### src/rtl/imm_alu_ctrl_seq_if.sv
// Control bundle between the immediate-ALU sequencer and the Mini-SRC datapath.
// Latency: n/a (wires only).
// Backpressure: none; Run is a level enable, strobes are unconditional.
//
// master: sequencer side, drives the strobes, Step/Halted/Illegal and OP, and
//         observes Run and IR_op.
// slave : datapath/bench side, the mirror image.
interface imm_alu_ctrl_seq_if #(
  parameter int unsigned OP_W = 5
);
  logic            Run;
  logic [4:0]      IR_op;
  // fetch strobes
  logic            PCout, MARin, IncPC;
  logic            PCin, Read, MDRin;
  logic            MDRout, IRin;
  // execute strobes
  logic            Grb, Rout, Yin;
  logic            Cout, ZHighin, ZLowin;
  logic [OP_W-1:0] OP;
  logic            ZLowout, Gra, Rin;
  logic            ZHighout;
  // status
  logic [3:0]      Step;
  logic            Halted;
  logic            Illegal;

  modport master (
    input  Run, IR_op,
    output PCout, MARin, IncPC, PCin, Read, MDRin, MDRout, IRin,
           Grb, Rout, Yin, Cout, ZHighin, ZLowin, OP,
           ZLowout, Gra, Rin, ZHighout, Step, Halted, Illegal
  );

  modport slave (
    output Run, IR_op,
    input  PCout, MARin, IncPC, PCin, Read, MDRin, MDRout, IRin,
           Grb, Rout, Yin, Cout, ZHighin, ZLowin, OP,
           ZLowout, Gra, Rin, ZHighout, Step, Halted, Illegal
  );
endinterface

### src/rtl/imm_alu_ctrl_seq.sv
// Hardwired fetch/execute sequencer for Mini-SRC addi/andi/ori plus halt.
// Latency: one state per clock, T1 held MEM_WAIT+1 clocks; 6+MEM_WAIT per instruction.
// Backpressure: none; Run is sampled only in IDLE and at the end of T5.
//
// Ports:
//   Clock  - single rising-edge clock
//   Clear  - synchronous active-low reset, overrides every state
//   bus    - imm_alu_ctrl_seq_if.master: Run/IR_op in; T0..T5 strobes, OP,
//            ZHighout (tied 0), Step, Halted, Illegal out
module imm_alu_ctrl_seq #(
  parameter int unsigned     MEM_WAIT = 0,
  parameter int unsigned     OP_W     = 5,
  parameter logic [OP_W-1:0] ALU_ADD  = 5'b00011,
  parameter logic [OP_W-1:0] ALU_AND  = 5'b00000,
  parameter logic [OP_W-1:0] ALU_OR   = 5'b00001
) (
  input  logic                Clock,
  input  logic                Clear,
  imm_alu_ctrl_seq_if.master  bus
);

  // Opcodes in IR[31:27]
  localparam logic [4:0] OPC_ADDI = 5'b01100;
  localparam logic [4:0] OPC_ANDI = 5'b01101;
  localparam logic [4:0] OPC_ORI  = 5'b01110;
  localparam logic [4:0] OPC_HALT = 5'b11011;

  localparam logic [3:0] WAIT_INIT = 4'(MEM_WAIT);

  // Encoding doubles as the externally visible Step code.
  typedef enum logic [3:0] {
    S_IDLE  = 4'd0,
    S_T0    = 4'd1,
    S_T1    = 4'd2,
    S_T2    = 4'd3,
    S_T3    = 4'd4,
    S_T4    = 4'd5,
    S_T5    = 4'd6,
    S_HALT  = 4'd14,
    S_FAULT = 4'd15
  } state_t;

  state_t          r_state;
  state_t          w_state_nxt;
  logic [3:0]      r_wait;
  logic [3:0]      w_wait_nxt;
  logic [OP_W-1:0] r_alu;
  logic [OP_W-1:0] w_alu_nxt;

  logic            w_legal;
  logic            w_halt;
  logic [OP_W-1:0] w_alu_code;
  logic            w_t1_last;

  // ---------------------------------------------------------------------
  // Opcode decode. Only consumed in T3, where IR_op is guaranteed stable.
  // ---------------------------------------------------------------------
  always_comb begin
    w_legal    = 1'b0;
    w_halt     = 1'b0;
    w_alu_code = '0;
    case (bus.IR_op)
      OPC_ADDI: begin w_legal = 1'b1; w_alu_code = ALU_ADD; end
      OPC_ANDI: begin w_legal = 1'b1; w_alu_code = ALU_AND; end
      OPC_ORI:  begin w_legal = 1'b1; w_alu_code = ALU_OR;  end
      OPC_HALT: w_halt = 1'b1;
      default:  ;
    endcase
  end

  // Wait counter is loaded with MEM_WAIT when T1 is entered, so the final
  // T1 cycle is simply the one in which it has reached zero.
  assign w_t1_last = (r_wait == 4'd0);

  // ---------------------------------------------------------------------
  // Next-state logic
  // ---------------------------------------------------------------------
  always_comb begin
    w_state_nxt = r_state;
    w_wait_nxt  = r_wait;
    w_alu_nxt   = r_alu;
    case (r_state)
      S_IDLE: begin
        if (bus.Run) w_state_nxt = S_T0;
      end
      S_T0: begin
        w_state_nxt = S_T1;
        w_wait_nxt  = WAIT_INIT;
      end
      S_T1: begin
        if (w_t1_last) begin
          w_state_nxt = S_T2;
        end else begin
          w_wait_nxt = r_wait - 4'd1;
        end
      end
      S_T2: w_state_nxt = S_T3;
      S_T3: begin
        if (w_legal) begin
          w_state_nxt = S_T4;
          w_alu_nxt   = w_alu_code;
        end else if (w_halt) begin
          w_state_nxt = S_HALT;
        end else begin
          w_state_nxt = S_FAULT;
        end
      end
      S_T4: w_state_nxt = S_T5;
      S_T5: w_state_nxt = bus.Run ? S_T0 : S_IDLE;
      // HALT and FAULT are left only through Clear.
      S_HALT:  w_state_nxt = S_HALT;
      S_FAULT: w_state_nxt = S_FAULT;
      default: w_state_nxt = S_IDLE;
    endcase
  end

  // ---------------------------------------------------------------------
  // State registers
  // ---------------------------------------------------------------------
  always_ff @(posedge Clock) begin
    if (!Clear) begin
      r_state <= S_IDLE;
      r_wait  <= 4'd0;
      r_alu   <= '0;
    end else begin
      r_state <= w_state_nxt;
      r_wait  <= w_wait_nxt;
      r_alu   <= w_alu_nxt;
    end
  end

  // ---------------------------------------------------------------------
  // Output decode from the state register.
  // The T3 group is additionally qualified by the decoded opcode so that a
  // halt or illegal instruction never touches the register file.
  // ---------------------------------------------------------------------
  always_comb begin
    bus.PCout    = 1'b0;
    bus.MARin    = 1'b0;
    bus.IncPC    = 1'b0;
    bus.PCin     = 1'b0;
    bus.Read     = 1'b0;
    bus.MDRin    = 1'b0;
    bus.MDRout   = 1'b0;
    bus.IRin     = 1'b0;
    bus.Grb      = 1'b0;
    bus.Rout     = 1'b0;
    bus.Yin      = 1'b0;
    bus.Cout     = 1'b0;
    bus.ZHighin  = 1'b0;
    bus.ZLowin   = 1'b0;
    bus.OP       = '0;
    bus.ZLowout  = 1'b0;
    bus.Gra      = 1'b0;
    bus.Rin      = 1'b0;
    bus.ZHighout = 1'b0;
    bus.Halted   = 1'b0;
    bus.Illegal  = 1'b0;
    bus.Step     = r_state;
    case (r_state)
      S_T0: begin
        bus.PCout = 1'b1;
        bus.MARin = 1'b1;
        bus.IncPC = 1'b1;
      end
      S_T1: begin
        bus.Read  = 1'b1;
        // PC and MDR capture only once the memory data is valid.
        bus.PCin  = w_t1_last;
        bus.MDRin = w_t1_last;
      end
      S_T2: begin
        bus.MDRout = 1'b1;
        bus.IRin   = 1'b1;
      end
      S_T3: begin
        bus.Grb  = w_legal;
        bus.Rout = w_legal;
        bus.Yin  = w_legal;
      end
      S_T4: begin
        bus.Cout    = 1'b1;
        bus.ZHighin = 1'b1;
        bus.ZLowin  = 1'b1;
        bus.OP      = r_alu;
      end
      S_T5: begin
        bus.ZLowout = 1'b1;
        bus.Gra     = 1'b1;
        bus.Rin     = 1'b1;
      end
      S_HALT:  bus.Halted  = 1'b1;
      S_FAULT: bus.Illegal = 1'b1;
      default: ;
    endcase
  end

endmodule
### src/flat_wrapper.sv
// flat-port wrapper written by rule: the top's interface ports become plain ports
module imm_alu_ctrl_seq_flat 
#(
  parameter int unsigned     MEM_WAIT = 0,
  parameter int unsigned     OP_W     = 5,
  parameter logic [OP_W-1:0] ALU_ADD  = 5'b00011,
  parameter logic [OP_W-1:0] ALU_AND  = 5'b00000,
  parameter logic [OP_W-1:0] ALU_OR   = 5'b00001
)
  (Clock, Clear, bus_Run, bus_IR_op, bus_PCout, bus_MARin, bus_IncPC, bus_PCin, bus_Read, bus_MDRin, bus_MDRout, bus_IRin, bus_Grb, bus_Rout, bus_Yin, bus_Cout, bus_ZHighin, bus_ZLowin, bus_OP, bus_ZLowout, bus_Gra, bus_Rin, bus_ZHighout, bus_Step, bus_Halted, bus_Illegal);
  imm_alu_ctrl_seq_if #(.OP_W(OP_W)) bus_i ();
  input  logic Clock;
  input  logic Clear;
  input wire logic [$bits(bus_i.Run)-1:0] bus_Run;
  input wire logic [$bits(bus_i.IR_op)-1:0] bus_IR_op;
  output wire logic [$bits(bus_i.PCout)-1:0] bus_PCout;
  output wire logic [$bits(bus_i.MARin)-1:0] bus_MARin;
  output wire logic [$bits(bus_i.IncPC)-1:0] bus_IncPC;
  output wire logic [$bits(bus_i.PCin)-1:0] bus_PCin;
  output wire logic [$bits(bus_i.Read)-1:0] bus_Read;
  output wire logic [$bits(bus_i.MDRin)-1:0] bus_MDRin;
  output wire logic [$bits(bus_i.MDRout)-1:0] bus_MDRout;
  output wire logic [$bits(bus_i.IRin)-1:0] bus_IRin;
  output wire logic [$bits(bus_i.Grb)-1:0] bus_Grb;
  output wire logic [$bits(bus_i.Rout)-1:0] bus_Rout;
  output wire logic [$bits(bus_i.Yin)-1:0] bus_Yin;
  output wire logic [$bits(bus_i.Cout)-1:0] bus_Cout;
  output wire logic [$bits(bus_i.ZHighin)-1:0] bus_ZHighin;
  output wire logic [$bits(bus_i.ZLowin)-1:0] bus_ZLowin;
  output wire logic [$bits(bus_i.OP)-1:0] bus_OP;
  output wire logic [$bits(bus_i.ZLowout)-1:0] bus_ZLowout;
  output wire logic [$bits(bus_i.Gra)-1:0] bus_Gra;
  output wire logic [$bits(bus_i.Rin)-1:0] bus_Rin;
  output wire logic [$bits(bus_i.ZHighout)-1:0] bus_ZHighout;
  output wire logic [$bits(bus_i.Step)-1:0] bus_Step;
  output wire logic [$bits(bus_i.Halted)-1:0] bus_Halted;
  output wire logic [$bits(bus_i.Illegal)-1:0] bus_Illegal;
  assign bus_i.Run = bus_Run;
  assign bus_i.IR_op = bus_IR_op;
  assign bus_PCout = bus_i.PCout;
  assign bus_MARin = bus_i.MARin;
  assign bus_IncPC = bus_i.IncPC;
  assign bus_PCin = bus_i.PCin;
  assign bus_Read = bus_i.Read;
  assign bus_MDRin = bus_i.MDRin;
  assign bus_MDRout = bus_i.MDRout;
  assign bus_IRin = bus_i.IRin;
  assign bus_Grb = bus_i.Grb;
  assign bus_Rout = bus_i.Rout;
  assign bus_Yin = bus_i.Yin;
  assign bus_Cout = bus_i.Cout;
  assign bus_ZHighin = bus_i.ZHighin;
  assign bus_ZLowin = bus_i.ZLowin;
  assign bus_OP = bus_i.OP;
  assign bus_ZLowout = bus_i.ZLowout;
  assign bus_Gra = bus_i.Gra;
  assign bus_Rin = bus_i.Rin;
  assign bus_ZHighout = bus_i.ZHighout;
  assign bus_Step = bus_i.Step;
  assign bus_Halted = bus_i.Halted;
  assign bus_Illegal = bus_i.Illegal;
  imm_alu_ctrl_seq #(.MEM_WAIT(MEM_WAIT), .OP_W(OP_W), .ALU_ADD(ALU_ADD), .ALU_AND(ALU_AND), .ALU_OR(ALU_OR)) u_core (.Clock(Clock), .Clear(Clear), .bus(bus_i));
endmodule
### config.mk
export PLATFORM = sky130hd
export DESIGN_NAME = imm_alu_ctrl_seq_flat
export DESIGN_NICKNAME = d
export VERILOG_FILES = /design/src/rtl/imm_alu_ctrl_seq_if.sv /design/src/rtl/imm_alu_ctrl_seq.sv /design/src/flat_wrapper.sv
export SDC_FILE = /design/constraint.sdc
export NUM_CORES = 1
export LEC_CHECK = 0
export BUFFER_PORTS_ARGS = -buffer_cell sky130_fd_sc_hd__buf_2
export CORE_MARGIN = 4
export CORE_UTILIZATION = 46
export CTS_BUF_LIST = sky130_fd_sc_hd__clkbuf_16
export DETAILED_ROUTE_END_ITERATION = 8
export GPL_TIMING_DRIVEN = 0
export PLACE_DENSITY_LB_ADDON = 0.12
export SYNTH_ARGS = -nofsm -noshare
export SYNTH_HDL_FRONTEND = slang
export SYNTH_SLANG_ARGS = --single-unit
### constraint.sdc
create_clock -name Clock -period 2 [get_ports Clock]
set_clock_uncertainty 0.05 [all_clocks]
set_input_delay 0.2 -clock Clock [delete_from_list [all_inputs] [get_ports Clock]]
set_output_delay 0.2 -clock Clock [all_outputs]
set_load 0.005 [all_outputs]
==> results_dict.tcl, run 1 <==
set metrics [dict create \
    cts_root_buf "clkbuf_16" \
    synth_cell_type_count 39 \
    io_buffers 31 \
    cp.arrival_ns 1.64 \
    ff2ff_path_depth 6 \
    synth_area_leaders "dfxtp_1 (24%), buf_4 (13%), nor2_1 (5.4%)" \
    synth.most_common_cell "buf_4" \
    multi_input_area_um2 494 \
    grt_pass1_wl_mm 3.24 \
    post-route-min-period_ns 1.89 \
    wl_per_cell_um 11.3 \
    final_area_um2 1130 \
    rsz0062_at_grt "no" \
    synth_edf_count 0 \
    cts_tree "done" \
    seqCellArea_um2 200 \
    drtIter0Drc 21 \
    ys_seq_area_frac 0.240 \
    reg2reg_to "u_core.r_wait[3]" \
    cts_setup_buffers 0 \
    crit_chain "buf_2, clkbuf_4, nand2_1, nor3b_4, buf_4, buf_2" \
    cp_common_cell "buf_2" \
    first_global_vias 764 \
    hold_class "in2reg" \
    gp_congestion 0.794 \
    clk_latency_ns 0.23 \
    rr_startpoint "u_core.r_wait[0]" \
    crit_fanout 10 \
    cts_buffer_depth 2 \
    setup_viol 0 \
    ys_warn_count 0 \
    cap_violations 0 \
    dieArea_um2 2560 \
    crit_end "bus_Rin" \
    synthArstFlopShare 0 \
    via_per_inst 4.79 \
    finalHoldViolations 0 \
    area_delta_synth_final_pct 36.0 \
    cp_slowest_cell "dfxtp_1" \
    min_path_cells 3 \
    path_clk_slew_ns 0.04 \
    wirelength_mm 1.91 \
    fp.dieH_um 50.6 \
    via_count 810 \
    n_fill_cell 170 \
    ys_ff_latch 10 \
    synthFlopType "dfxtp_1" \
    syn_area_um2 833 \
    grt_use_total 0.163 \
    num_rows 15 \
    critPathBufInv 4 \
    synth_area_leader_cell "dfxtp_1" \
    cp.required_ns 1.75 \
    netlist_top_cells_count "buf_4 (14), nor2_1 (12), dfxtp_1 (10)" \
    synth_top_area_share 0.240 \
    die_w_um 50.6 \
    dr.pass1.iters 4 \
    core_region_area_um2 1730 \
    cp_num_cells 6 \
    cts_buffers 3 \
    utilization 0.657 \
    grt_start_max_net_pins 11 \
    max_freq_mhz 529 \
    total_leakage_power_nw 0.565 \
    end_kind "output pin" \
    drive_above_1_share 0.458 \
    diodes 0 \
    critical_path_class "reg2out" \
    fin_setup_tns_ns 0 \
    clock_sinks 10 \
    cpPeakStageDelay_ns 0.32 \
    drc 0 \
    overflow 0 \
    initial_core_util 0.483 \
    dpl-instance-area_um2 1030 \
    p_per_area_nw_per_um2 1160 \
    status "complete, no violations" \
    start_kind "flip-flop" \
    crit_start "u_core.bus.Step[1]" \
    synthCells 107 \
    ant_nets 0 \
    layout.nets 155 \
    hpwl_mm 1.47 \
    fin_crit_sh 0.945 \
    holdWs_ns 0.240 \
    avgSynthCellArea_um2 7.79 \
    pin_count 37 \
    vdd_drop_max_mv 0.652 \
    drv_slew 0 \
    htree_levels 1 \
    antenna_found_initial 0 \
    ff2ff_setup_slack_ns 0.44 \
    cp_top_family "buffers and inverters" \
]
## tightest hold or removal path: cells and delay by family
| kind | cells | cell delay [ns] |
|---|---|---|
| buffers and inverters | 1 | 0.16 |
| and+or+nand+nor | 2 | 0.12 |
## sequential cells by signal, indices dropped and copies added, names as in the netlist
signal	count
u_core.bus.Step	4
u_core.r_alu	2
u_core.r_wait	4
## cell families (layout without fill, tap and decap cells)
group,after synthesis,in the layout,synth area share
xor+xnor,3,3,0.0315
flops,10,10,0.240
simple gates,43,43,0.336
other cells,1,4,0.00450
buf+inv,27,61,0.207
fa+ha+maj,1,1,0.0150
compound gates,22,22,0.165
## worst min-delay path by stage
| stage | start | to | slack [ns] |
|---|---|---|---|
| 3_5_place_dp | u_core.r_alu[1] | u_core.r_alu[1] | 0.40 |
| 2_1_floorplan | bus_IR_op[0] | u_core.r_alu[0] | 0.34 |
| 6_report | Clear | u_core.bus.Step[3] | 0.24 |
| 4_1_cts | Clear | u_core.bus.Step[3] | 0.23 |
| 3_3_place_gp | u_core.r_alu[1] | u_core.r_alu[1] | 0.39 |
| 5_1_grt | Clear | u_core.bus.Step[3] | 0.24 |
## timing repair
item / in CTS / in global routing
hold buffers: 0 / 0
pin swaps: 0 / 1
cloned: 0 / 0
gates resized for setup: 2 / 7
setup endpoints to repair: 4 / 8
## layer usage
layer | global-route usage | up-vias | part of all wire
met3 | 0.0564 | 0 | 0.055
li1 | - | 425 | -
met5 | 0 | - | 0
met1 | 0.192 | 370 | 0.42
met2 | 0.280 | 15 | 0.52
met4 | 0.0404 | 0 | 0
## final cells by class
| class | count | share of cell area |
|---|---|---|
| plain buffers | 21 | 0.137 |
| clock buffers | 3 | 0.0662 |
| inverters | 6 | 0.0199 |
| multi-input cells | 73 | 0.436 |
| flip-flops and latches | 10 | 0.177 |
| well taps | 25 | 0.0276 |
| repair buffers | 31 | 0.137 |
## power by group
group	switching, mW	internal (mW)	leakage (nW)
registers	0.0536	0.248	0.0814
clock network	0.0882	0.259	0.0370
logic	0.339	0.328	0.446
## placed cells by master, fill, tap and decap left out, types with 2 or more instances in the layout
| cell type | count |
|---|---|
| and3_1 | 2 |
| nand2_1 | 7 |
| buf_2 | 34 |
| nor3b_4 | 2 |
| buf_4 | 14 |
| nor2_1 | 12 |
| nor3_2 | 2 |
| conb_1 | 4 |
| a211oi_1 | 3 |
| a21oi_1 | 5 |
| buf_6 | 2 |
| o21ai_0 | 7 |
| xnor2_1 | 3 |
| nor3_1 | 3 |
| dfxtp_1 | 10 |
| inv_1 | 6 |
| nor4b_2 | 2 |
| clkbuf_16 | 3 |
## stage by stage
stage	setup slack (ns)	power, mW	std cells
final	0.111	1.32	169
after global routing	0.000566	1.42	169
after CTS	0.00841	1.30	169
after detailed placement	0.0937	0.934	166
after global placement	0.131	0.921	166
after floorplan	0.298	0.786	110
Note: power is estimated with default switching activity, not from simulation.
==> inputs of run 2 (changes only) <==
Settings changed: BUFFER_PORTS_ARGS -buffer_cell sky130_fd_sc_hd__buf_2 to -buffer_cell sky130_fd_sc_hd__buf_4.
==> results_dict.tcl, run 2 (synthesized netlist as in run 1, its figures left out) <==
set metrics [dict create \
    status "complete, no violations" \
    ant_nets 0 \
    utilization 0.700 \
    drtIter0Drc 19 \
    hold_buffers 0 \
    cts_buffer_depth 2 \
    power_mw 1.38 \
    grt_use_total 0.170 \
    clk_latency_ns 0.24 \
    cp_top_family "simple AND/OR/NAND/NOR gates" \
    path_clk_slew_ns 0.04 \
    core_region_area_um2 1730 \
    vdd_drop_max_mv 0.645 \
    first_global_vias 735 \
    setup_viol 0 \
    overflow 0 \
    die_w_um 50.6 \
    wl_per_cell_um 11.7 \
    layout_commonest_cell "buf_4" \
    rsz0062_at_grt "no" \
    final_area_um2 1210 \
    instances_no_fill 170 \
    min_path_cells 3 \
    critPathBufInv 3 \
    drive_above_1_share 0.455 \
    htree_levels 1 \
    clock_sinks 10 \
    place_ws_ns 0.122 \
    pin_count 37 \
    cts_root_buf "clkbuf_16" \
    hpwl_mm 1.51 \
    cp_slowest_cell "or3b_4" \
    via_per_inst 4.84 \
    fin_crit_sh 0.930 \
    total_leakage_power_nw 0.571 \
    cpPeakStageDelay_ns 0.42 \
    antenna_found_initial 0 \
    fp.dieH_um 50.6 \
    crit_chain "inv_1, ha_1, or3b_4, nor3_2, buf_4, buf_4" \
    dpl-instance-area_um2 1110 \
    initial_core_util 0.483 \
    drv_slew 0 \
    diodes 0 \
    cts_tree "done" \
    hold_class "in2reg" \
    drc 0 \
    wirelength_mm 2.00 \
    p_per_area_nw_per_um2 1140 \
    layout.nets 155 \
    grt_pass1_wl_mm 3.24 \
    finalHoldViolations 0 \
    dr.pass1.iters 4 \
    area_delta_synth_final_pct 45.0 \
    cp.required_ns 1.75 \
    num_rows 15 \
    cp_common_cell "buf_4" \
    ff2ff_path_depth 6 \
    holdWs_ns 0.221 \
    mostFrequentLayoutCells "buf_4 (45), nor2_1 (12), dfxtp_1 (10)" \
    grt_start_max_net_pins 11 \
    cap_violations 0 \
    critical_path_class "reg2out" \
    crit_fanout 4 \
    via_count 823 \
    setup_ws_ns 0.141 \
    start_kind "flip-flop" \
    dieArea_um2 2560 \
    fin_setup_tns_ns 0 \
    max_freq_mhz 538 \
    cp_num_cells 6 \
    cp.arrival_ns 1.61 \
    cts_buffers 3 \
    end_kind "output pin" \
    io_buffers 31 \
    gp_congestion 0.792 \
    post-route-min-period_ns 1.86 \
    post-place-cells 166 \
    cts_setup_buffers 0 \
]
-- run 2: worst paths after layout --
| path | slack, ns | from | end |
|---|---|---|---|
| hold reg to reg | 0.41 | u_core.r_alu[1] | u_core.r_alu[1] |
| setup / recovery | 0.14 | u_core.r_wait[0] | bus_PCin |
| hold / removal | 0.22 | bus_IR_op[0] | u_core.r_alu[0] |
| setup reg to reg | 0.41 | u_core.r_wait[0] | u_core.r_wait[3] |
-- run 2: worst reg2reg max path, stage by stage (launching register included) --
cell	delay, ns
dfxtp_1	0.37
inv_1	0.06
ha_1	0.23
nor4b_2	0.20
nor3_2	0.27
a211oi_1	0.12
a31o_1	0.19
-- run 2: power breakdown --
part / total [mW] / internal [mW] / leakage, nW / switching, mW
logic: 0.709 / 0.365 / 0.451 / 0.345
registers: 0.304 / 0.248 / 0.0814 / 0.0558
clock network: 0.365 / 0.263 / 0.0385 / 0.102
-- run 2: timing repair --
action | 4_1_cts | 5_1_grt
pin swaps | 0 | 1
endpoints found under the setup margin | 5 | 5
endpoints found under the hold margin | 0 | 0
gates resized for setup | 4 | 3
-- run 2: area by class of cell --
cell class,instances,area (um2)
Timing Repair Buffer,31,233
Clock buffer,3,75.1
Tap cell,25,31.3
Multi-Input combinational cell,73,488
Buffer,21,155
Inverter,6,22.5
Clock inverter,1,3.75
Sequential cell,10,200
Fill cell,157,518
-- run 2: layer usage --
layer  share of wire  GRT usage  wire [um]
met5               0          0          0
met4           0.015     0.0673         30
met3           0.053     0.0623        106
met2            0.53      0.293       1050
met1            0.40      0.188        806
==> inputs of run 3 (changes only) <==
Clock period 2 ns to 1.9 ns, I/O delays scaled along.
==> results_dict.tcl, run 3 (synthesized netlist as in run 1, its figures left out) <==
set metrics [dict create \
    status "complete, no violations" \
    start_kind "flip-flop" \
    via_per_inst 4.76 \
    min_from "bus_IR_op[0]" \
    cp_num_cells 6 \
    num_rows 15 \
    finalHoldViolations 0 \
    setup_viol 0 \
    cp_top_family "simple AND/OR/NAND/NOR gates" \
    cts_buffer_depth 2 \
    setup_ws_ns 0.0689 \
    hold_class "in2reg" \
    cp.arrival_ns 1.59 \
    cts_buffers 3 \
    min_to "u_core.r_alu[0]" \
    core_region_area_um2 1730 \
    mostFrequentLayoutCells "buf_4 (49), nor2_1 (12), dfxtp_1 (10)" \
    wl_per_cell_um 12.1 \
    overflow 0 \
    p_per_area_nw_per_um2 1190 \
    crit_start "u_core.r_wait[0]" \
    post-route-min-period_ns 1.83 \
    via_count 818 \
    critPathBufInv 3 \
    cp_slowest_cell "or3b_4" \
    cts_root_buf "clkbuf_16" \
    drive_above_1_share 0.483 \
    clock_sinks 10 \
    fin_setup_tns_ns 0 \
    hpwl_mm 1.51 \
    fin_crit_sh 0.964 \
    dr.pass1.iters 4 \
    antenna_found_initial 0 \
    crit_fanout 4 \
    ff2ff_path_depth 6 \
    area_delta_synth_final_pct 49.1 \
    vdd_drop_max_mv 0.695 \
    cpPeakStageDelay_ns 0.41 \
    ant_nets 0 \
    path_clk_slew_ns 0.04 \
    layout_commonest_cell "buf_4" \
    htree_levels 1 \
    fp.dieH_um 50.6 \
    critical_path_class "reg2out" \
    total_leakage_power_nw 0.583 \
    first_global_vias 746 \
    drv_slew 0 \
    grt_use_total 0.171 \
    ff2ff_setup_slack_ns 0.32 \
    cp_common_cell "buf_4" \
    rr_startpoint "u_core.r_wait[0]" \
    wirelength_mm 2.08 \
    crit_chain "inv_1, ha_2, or3b_4, nor3_4, buf_4, buf_4" \
    cp.required_ns 1.66 \
    initial_core_util 0.483 \
    place_ws_ns 0.0316 \
    min_path_cells 3 \
    cap_violations 0 \
    reg2reg_to "u_core.r_wait[3]" \
    diodes 0 \
    end_kind "output pin" \
    drc 0 \
    layout.nets 157 \
    die_w_um 50.6 \
    grt_pass1_wl_mm 3.24 \
    clk_latency_ns 0.24 \
    dieArea_um2 2560 \
    cts_tree "done" \
    max_freq_mhz 546 \
    grt_start_max_net_pins 11 \
    gp_congestion 0.792 \
    drtIter0Drc 14 \
    pin_count 37 \
    io_buffers 31 \
]
[run 3: cell types whose count changed in the layout (fill, tap and decap cells not counted)]
cell      delta
nand2_1      -2
buf_4        +4
buf_2        -1
nor3_2       -1
nor3_4       +1
clkbuf_2     -1
ha_1         -1
nand2_2      +2
ha_2         +1
[run 3: final cells by class]
class	count	area [um2]
multi-input combinational	73	502
fill	155	484
timing repair buffer	33	248
sequential	10	200
buffer	21	160
clock buffer	3	75.1
tap	25	31.3
inverter	6	22.5
clock inverter	1	3.75
[run 3: worst max path at each step]
stage,to
after floorplan,bus_Rin
after global placement,bus_ZLowout
after detailed placement,bus_ZLowout
after CTS,bus_Rout
after global routing,bus_Rout
final,bus_PCin
[run 3: tightest hold or removal path: stages]
cell      delay (ns)
buf_4           0.10
or2_2           0.10
a21boi_0        0.06
[run 3: power by group]
group / internal [mW] / switching [mW] / total (mW)
clock: 0.277 / 0.105 / 0.381
combinational: 0.401 / 0.381 / 0.782
sequential: 0.261 / 0.0593 / 0.320
[run 3: through the flow]
step / total power, mW / cells / instance area (um2) / hold slack (ns) / utilization
6_report: 1.48 / 172 / 1240 / 0.211 / 0.720
3_3_place_gp: 1.01 / 166 / 1110 / 0.393 / 0.642
4_1_cts: 1.46 / 170 / 1200 / 0.203 / 0.696
2_1_floorplan: 0.827 / 110 / 845 / 0.328 / -
3_5_place_dp: 1.03 / 166 / 1110 / 0.410 / 0.642
5_1_grt: 1.59 / 172 / 1240 / 0.240 / 0.720
[run 3: layer usage]
layer  up-vias  wire length, um  track usage
met5         -                0            0
met2        15             1120        0.302
li1        431                -            -
met3         4              100       0.0623
met4         0               30       0.0673
met1       368              830        0.182
[run 3: repair_timing]
item | in CTS | in global routing
pin swaps | 0 | 2
buffers inserted | 0 | 2
setup endpoints to repair | 7 | 8
hold buffers | 0 | 0
gates resized for setup | 5 | 11
